**config.mk**
```make
export PLATFORM = sky130hd
export DESIGN_NAME = seq_restoring_divider
export DESIGN_NICKNAME = d
export VERILOG_FILES = /design/src/rtl/alu_pkg.sv /design/src/rtl/div_trial_sub.sv /design/src/rtl/seq_restoring_divider.sv
export SDC_FILE = /design/constraint.sdc
export NUM_CORES = 1
export LEC_CHECK = 0
export ABC_AREA = 0
export BUFFER_PORTS_ARGS = -buffer_cell sky130_fd_sc_hd__buf_2
export CELL_PAD_IN_SITES_DETAIL_PLACEMENT = 0
export CELL_PAD_IN_SITES_GLOBAL_PLACEMENT = 1
export CORE_MARGIN = 4
export CORE_UTILIZATION = 40
export DETAILED_ROUTE_END_ITERATION = 7
export HOLD_SLACK_MARGIN = 0.06
export PLACE_DENSITY_LB_ADDON = 0.2
export SYNTH_ARGS = -nofsm -noshare
export SYNTH_HDL_FRONTEND = slang
export SYNTH_SLANG_ARGS = --single-unit
```
**constraint.sdc**
```tcl
create_clock -name clk -period 2.9 [get_ports clk]
set_input_delay 0.435 -clock clk [delete_from_list [all_inputs] [get_ports clk]]
set_output_delay 0.435 -clock clk [all_outputs]
set_load 0.005 [all_outputs]
```
**src/rtl/alu_pkg.sv**
```systemverilog
// Shared definitions for the ALU sequential divide function.
//   ALU_WIDTH : default operand width for the divider
//   state_t   : divider FSM state encoding (IDLE, RUN, ZERO, DONE)
package alu_pkg;

  localparam int ALU_WIDTH = 4;

  typedef enum logic [1:0] {
    S_IDLE = 2'd0,
    S_RUN  = 2'd1,
    S_ZERO = 2'd2,
    S_DONE = 2'd3
  } state_t;

endpackage

```
**src/rtl/div_trial_sub.sv**
```systemverilog
// Trial subtractor for one restoring-division step.
// Computes diff = a - b as a + ~b + 1 over WIDTH+1 bits.
// Ports:
//   a      in  WIDTH+1  shifted partial remainder
//   b      in  WIDTH+1  zero-extended divisor
//   diff   out WIDTH+1  a - b (modulo 2^(WIDTH+1))
//   borrow out 1        1 when a < b (the trial subtraction must be undone)
module div_trial_sub #(
  parameter int WIDTH = 4
) (
  input  logic [WIDTH:0] a,
  input  logic [WIDTH:0] b,
  output logic [WIDTH:0] diff,
  output logic           borrow
);

  logic [WIDTH+1:0] sum;

  assign sum    = {1'b0, a} + {1'b0, ~b} + {{(WIDTH+1){1'b0}}, 1'b1};
  assign diff   = sum[WIDTH:0];
  // Carry out of a + ~b + 1 is the inverse of the borrow.
  assign borrow = ~sum[WIDTH+1];

endmodule

```
**src/rtl/seq_restoring_divider.sv**
```systemverilog
// Multi-cycle restoring divider: one quotient bit per clock.
// A start in IDLE or DONE latches A/B; WIDTH RUN cycles (or one ZERO cycle
// when B == 0) follow, then a one-cycle done pulse with Q/R valid.
// Optional feature: define SEQ_DIV_SIGNED_EN for two's-complement operands
// (truncating division, remainder takes the dividend's sign).
// Ports:
//   clk         in   rising-edge clock
//   rst_n       in   synchronous active-low reset
//   start       in   begin a divide (ignored while busy)
//   A, B        in   dividend, divisor
//   Q, R        out  quotient, remainder (registered, held)
//   busy        out  high in RUN and ZERO
//   done        out  one-cycle result pulse
//   div_by_zero out  set with done when B was 0, cleared at next accept
//   state       out  current FSM state, for observation
//
// Handshake: start is a request sampled on the rising edge; it is accepted
// only when state is IDLE or DONE (never queued). Every accepted start
// produces exactly one done pulse unless reset intervenes.
module seq_restoring_divider
  import alu_pkg::*;
#(
  parameter int WIDTH = ALU_WIDTH
) (
  input  logic             clk,
  input  logic             rst_n,
  input  logic             start,
  input  logic [WIDTH-1:0] A,
  input  logic [WIDTH-1:0] B,
  output logic [WIDTH-1:0] Q,
  output logic [WIDTH-1:0] R,
  output logic             busy,
  output logic             done,
  output logic             div_by_zero,
  output state_t           state
);

  localparam int CW = (WIDTH > 1) ? $clog2(WIDTH) : 1;
  localparam logic [CW-1:0] LAST = CW'(WIDTH - 1);

  state_t           state_r;
  state_t           next_state;
  logic [CW-1:0]    cnt_q;
  logic [WIDTH:0]   p_q;
  logic [WIDTH-1:0] d_q;
  logic [WIDTH-1:0] b_q;

  logic             accept;
  logic [WIDTH:0]   trial_a;
  logic [WIDTH:0]   trial_diff;
  logic             trial_borrow;
  logic [WIDTH:0]   p_next;
  logic [WIDTH-1:0] d_next;
  logic [WIDTH-1:0] q_fin;
  logic [WIDTH-1:0] r_fin;
  logic [WIDTH-1:0] a_load;
  logic [WIDTH-1:0] b_load;
  logic             unused_p_msb;

`ifdef SEQ_DIV_SIGNED_EN
  logic neg_q_q;
  logic neg_r_q;

  function automatic logic [WIDTH-1:0] mag(input logic [WIDTH-1:0] x);
    // Most-negative maps to itself, which is its correct unsigned magnitude.
    return x[WIDTH-1] ? (~x + 1'b1) : x;
  endfunction
`endif

  assign state  = state_r;
  assign busy   = (state_r == S_RUN) || (state_r == S_ZERO);
  assign done   = (state_r == S_DONE);
  assign accept = start && ((state_r == S_IDLE) || (state_r == S_DONE));

  // ---------------- next-state logic ----------------
  always_comb begin
    next_state = state_r;
    case (state_r)
      S_IDLE: if (start) next_state = (B == '0) ? S_ZERO : S_RUN;
      S_RUN:  if (cnt_q == LAST) next_state = S_DONE;
      S_ZERO: next_state = S_DONE;
      S_DONE: begin
        if (start) next_state = (B == '0) ? S_ZERO : S_RUN;
        else       next_state = S_IDLE;
      end
      default: next_state = S_IDLE;
    endcase
  end

  // ---------------- one restoring step ----------------
  assign trial_a = {p_q[WIDTH-1:0], d_q[WIDTH-1]};

  div_trial_sub #(.WIDTH(WIDTH)) u_trial_sub (
    .a      (trial_a),
    .b      ({1'b0, b_q}),
    .diff   (trial_diff),
    .borrow (trial_borrow)
  );

  // The shifted remainder is always below 2*B, so the borrow is exactly the
  // sign of the trial difference; on borrow the shifted value is kept.
  assign p_next = trial_borrow ? trial_a : trial_diff;
  assign d_next = {d_q[WIDTH-2:0], ~trial_borrow};

  // Final quotient/remainder written on the transition into DONE.
  always_comb begin
    q_fin = d_next;
    r_fin = p_next[WIDTH-1:0];
`ifdef SEQ_DIV_SIGNED_EN
    if (neg_q_q) q_fin = ~d_next + 1'b1;
    if (neg_r_q) r_fin = ~p_next[WIDTH-1:0] + 1'b1;
`endif
  end

  // Operand values captured at accept. A zero divisor keeps A verbatim so the
  // ZERO path can return it as the remainder unchanged.
  always_comb begin
    a_load = A;
    b_load = B;
`ifdef SEQ_DIV_SIGNED_EN
    if (B != '0) a_load = mag(A);
    b_load = mag(B);
`endif
  end

  // After a successful subtract the top bit of P is always zero.
  assign unused_p_msb = p_q[WIDTH];

  // ---------------- registers ----------------
  always_ff @(posedge clk) begin
    if (!rst_n) begin
      state_r     <= S_IDLE;
      cnt_q       <= '0;
      p_q         <= '0;
      d_q         <= '0;
      b_q         <= '0;
      Q           <= '0;
      R           <= '0;
      div_by_zero <= 1'b0;
`ifdef SEQ_DIV_SIGNED_EN
      neg_q_q     <= 1'b0;
      neg_r_q     <= 1'b0;
`endif
    end else begin
      state_r <= next_state;
      if (accept) begin
        cnt_q       <= '0;
        p_q         <= '0;
        d_q         <= a_load;
        b_q         <= b_load;
        div_by_zero <= 1'b0;
`ifdef SEQ_DIV_SIGNED_EN
        neg_q_q     <= A[WIDTH-1] ^ B[WIDTH-1];
        neg_r_q     <= A[WIDTH-1];
`endif
      end else if (state_r == S_RUN) begin
        cnt_q <= cnt_q + 1'b1;
        p_q   <= p_next;
        d_q   <= d_next;
        if (cnt_q == LAST) begin
          Q <= q_fin;
          R <= r_fin;
        end
      end else if (state_r == S_ZERO) begin
        Q           <= '1;
        R           <= d_q;
        div_by_zero <= 1'b1;
      end
    end
  end

endmodule
```
==> flow_metrics.py <==
metrics = {
    "place": {
        "pre_cts_slack_ns": 1.078,
        "post-place-cells": 206,
        "placed_area_um2": 1414,
        "port_buffers": 23,
        "gp_congestion": 0.8165,
        "dp_hpwl_um": 1963,
    },
    "die": {
        "std_cell_rows": 20,
        "die_h_um": 64.63,
        "ios": 24,
        "die_area_um2": 4176,
        "die_x_um": 64.63,
        "coreArea_um2": 3053,
        "initial_core_util_pct": 42.01,
    },
    "critical_path": {
        "endpoint_kind": "flip-flop",
        "slowest_stage": "fa_1",
        "critPathMostFrequentCell": "inv_1",
        "crit_arrival_ns": 2.04,
        "setup.worst_path.class": "flip-flop to flip-flop",
        "path_buf_inv": 2,
        "startpoint_type": "flip-flop",
        "crit_path_max_incr_delay_ns": 0.42,
        "path_cells": "inv_1 -> ha_1 -> inv_1 -> fa_1 -> o21ai_1 -> o211ai_1 -> a21oi_1 -> o22ai_1",
        "crit_family": "adder cells",
        "crit_required_ns": 3.10,
        "crit_fanout": 3,
    },
    "sta": {
        "max_freq_ghz": 0.5457,
        "finalHoldViolations": 0,
        "fin_crit_ns": 1.832,
        "worst_slew_pin_slew_ns": 0.4813,
        "setup_viol": 0,
        "rsz0062_at_grt": "no",
        "setup_ws_ns": 1.068,
        "final_max_slew_viol_count": 0,
        "final.setup.tns_ns": 0,
        "timing.final.crit_share_pct": 63.19,
        "finClkSkew_ns": 0.01411,
        "slew_headroom_pct": 67.91,
    },
    "synthesis": {
        "synth-xor-area-share_pct": 1.366,
        "syn_area_per_cell_um2": 8.784,
        "synth_top_family_by_area": "compound AO/OA/AOI/OAI gates",
        "syn-instance-count": 146,
        "synth-edff-count": 0,
        "synth_ff_type": "dfxtp_1",
        "synth_cell_types": 34,
        "syn_area_um2": 1282,
        "synth_compound_area_share_pct": 24.68,
        "synth_warnings": 0,
        "synth-simple-area-share_pct": 16.10,
        "synth_seq_cells": 25,
        "seq_area_frac_synth_pct": 39.02,
        "synthAdderAreaFrac_pct": 11.32,
        "synth_mux_area_share_pct": 1.561,
        "async_reset_ff_share_pct": 0,
        "syn-num-nets": 168,
    },
    "final_layout": {
        "fillCellCount": 316,
        "antenna_cells": 0,
        "finalNonFillerCells": 210,
        "multi_input_area_um2": 705.7,
        "fin_area_um2": 1441,
        "drive_gt1_share_pct": 17.47,
        "area.sequential_um2": 500.5,
        "num-nets-final": 189,
        "areaGrowthSynthToFinish_pct": 12.39,
    },
    "global_route": {
        "grt_pass1_wl_um": 4174,
        "grt_pass1_vias": 940,
        "grt_max_degree": 26,
        "gr-usage-all-layers_pct": 12.49,
        "grt_overflow_total": 0,
        "antenna_found_initial": 0,
    },
    "clock_tree": {
        "cts_resized": 0,
        "cts_tree": "built",
        "clkSlewWorstSetupHoldPaths_ns": 0.14,
        "cts_buffer_depth": 2,
        "cts.sinks": 25,
        "cts_buffers": 3,
        "cts_setup_buffers": 0,
        "clockRootBuffer": "clkbuf_4",
        "worstSkewPairLatency_ns": 0.32,
        "htreeDepth": 1,
        "cts_hold_buf": 0,
    },
    "power": {
        "leakage_nw": 0.6378,
        "switching_share_pct": 42.22,
        "ir_worst_vdd_mv": 0.4621,
        "intPower_uw": 840.0,
        "power.switching_uw": 613.7,
        "power_per_cell_area_nw_per_um2": 1009,
        "p_comb_share_pct": 52.4,
        "clkPwrFrac_pct": 10.7,
        "pwr-share-seq_pct": 36.9,
        "power_mw": 1.454,
    },
    "routing": {
        "ant_nets": 0,
        "dr.pass1.iters": 4,
        "drt_wl_total_um": 2585,
        "vias": 1027,
        "drt_iter0_markers": 86,
        "wire_per_inst_um": 12.31,
        "viasPerCell": 4.890,
        "drcViolationCount": 0,
    },
    "run": {
        "maxCapViolCount": 0,
    },
    "hold_path": {
        "hold_class": "input port to flip-flop",
    },
    "run_status": {
        "status": "finished, final reports clean",
    },
}
==> per-stage QoR <==
step	hold WS (ns)	util, %
final	0.3434	47.21
after global routing	0.3419	47.21
after CTS	0.3333	47.21
after detailed placement	0.4595	46.31
after global placement	0.4542	46.31
after floorplan	0.4435	-
==> layer usage <==
| metal | part of all wire [%] | vias up | GRT usage [%] | routed length [um] |
|---|---|---|---|---|
| li1 | - | 547 | - | - |
| met1 | 50 | 468 | 17.33 | 1298 |
| met2 | 47 | 8 | 20.10 | 1214 |
| met3 | 1.5 | 4 | 1.560 | 40 |
| met4 | 1.2 | 0 | 3.958 | 31 |
| met5 | 0 | - | 0 | 0 |
==> placed cells by master (no fill, tap or decap), types with 3 or more instances in the layout <==
master | netlist | layout
a21oi_1 | 8 | 8
a31oi_1 | 6 | 6
o21ai_1 | 3 | 3
nand2_1 | 15 | 15
nand3b_1 | 3 | 3
o211ai_1 | 3 | 3
ha_1 | 10 | 10
a21boi_0 | 5 | 5
o211a_1 | 5 | 5
inv_1 | 8 | 8
nor2_1 | 8 | 8
clkbuf_4 | 0 | 3
buf_2 | 3 | 23
o21ai_0 | 10 | 10
nand2b_1 | 9 | 9
dfxtp_1 | 25 | 25
==> power by group through the flow <==
stage | clock network [mW] | logic (mW) | registers (mW)
final | 0.155 | 0.762 | 0.536
after detailed placement | 0 | 0.764 | 0.546
after floorplan | 0 | 0.600 | 0.540
after global routing | 0.175 | 0.871 | 0.554
after global placement | 0 | 0.768 | 0.543
after CTS | 0.163 | 0.769 | 0.538
==> kinds of logic (layout without fill, tap and decap cells) <==
family | count (synthesis) | after routing
AND/OR/NAND/NOR | 42 | 42
AO/OA/AOI/OAI | 48 | 48
buffers and inverters | 16 | 36
flip-flops | 25 | 25
multiplexers | 2 | 2
XOR/XNOR | 2 | 2
adder cells (fa/ha/maj) | 11 | 11
==> area by class of cell <==
type                    instances  share of cell area, %
multi-input cells             105                  48.96
inverters                       8                  2.083
repair buffers                 24                  8.507
flip-flops and latches         25                  34.72
clock buffers                   3                  1.563
well taps                      44                  3.819
clock inverters                 1                 0.3472
==> final timing paths <==
| check | endpoint | cells after the start | slack, ns | startpoint |
|---|---|---|---|---|
| setup / recovery | R[1] | 8 | 1.07 | d_q[3] |
| hold / removal | d_q[0] | 3 | 0.34 | A[0] |
| setup reg to reg | R[1] | 8 | 1.07 | d_q[3] |
| hold reg to reg | b_q[2] | 2 | 0.48 | b_q[2] |
==> flip-flops by register name (all words and copies together) (netlist names) <==
register / count
p_q: 4
Q: 4
d_q: 4
R: 4
cnt_q: 2
state: 2
b_q: 4
div_by_zero: 1
==> synthesized netlist by cell type (3+ instances only) <==
cell type | instances | area (um^2)
inv_1 | 8 | 30.03
nand3b_1 | 3 | 22.52
o21ai_1 | 3 | 15.01
a21boi_0 | 5 | 37.54
o211ai_1 | 3 | 22.52
nand2b_1 | 9 | 56.30
buf_2 | 3 | 15.01
o21ai_0 | 10 | 50.05
dfxtp_1 | 25 | 500.5
o211a_1 | 5 | 50.05
nor2_1 | 8 | 30.03
a21oi_1 | 8 | 40.04
nand2_1 | 15 | 56.30
a31oi_1 | 6 | 37.54
ha_1 | 10 | 125.1
==> worst reg2reg max path: stages (launching register included) <==
cell,delay (ns)
dfxtp_1,0.40
inv_1,0.06
ha_1,0.20
inv_1,0.06
fa_1,0.42
o21ai_1,0.09
o211ai_1,0.11
a21oi_1,0.25
o22ai_1,0.13
Power figures use the tool's default switching activity.
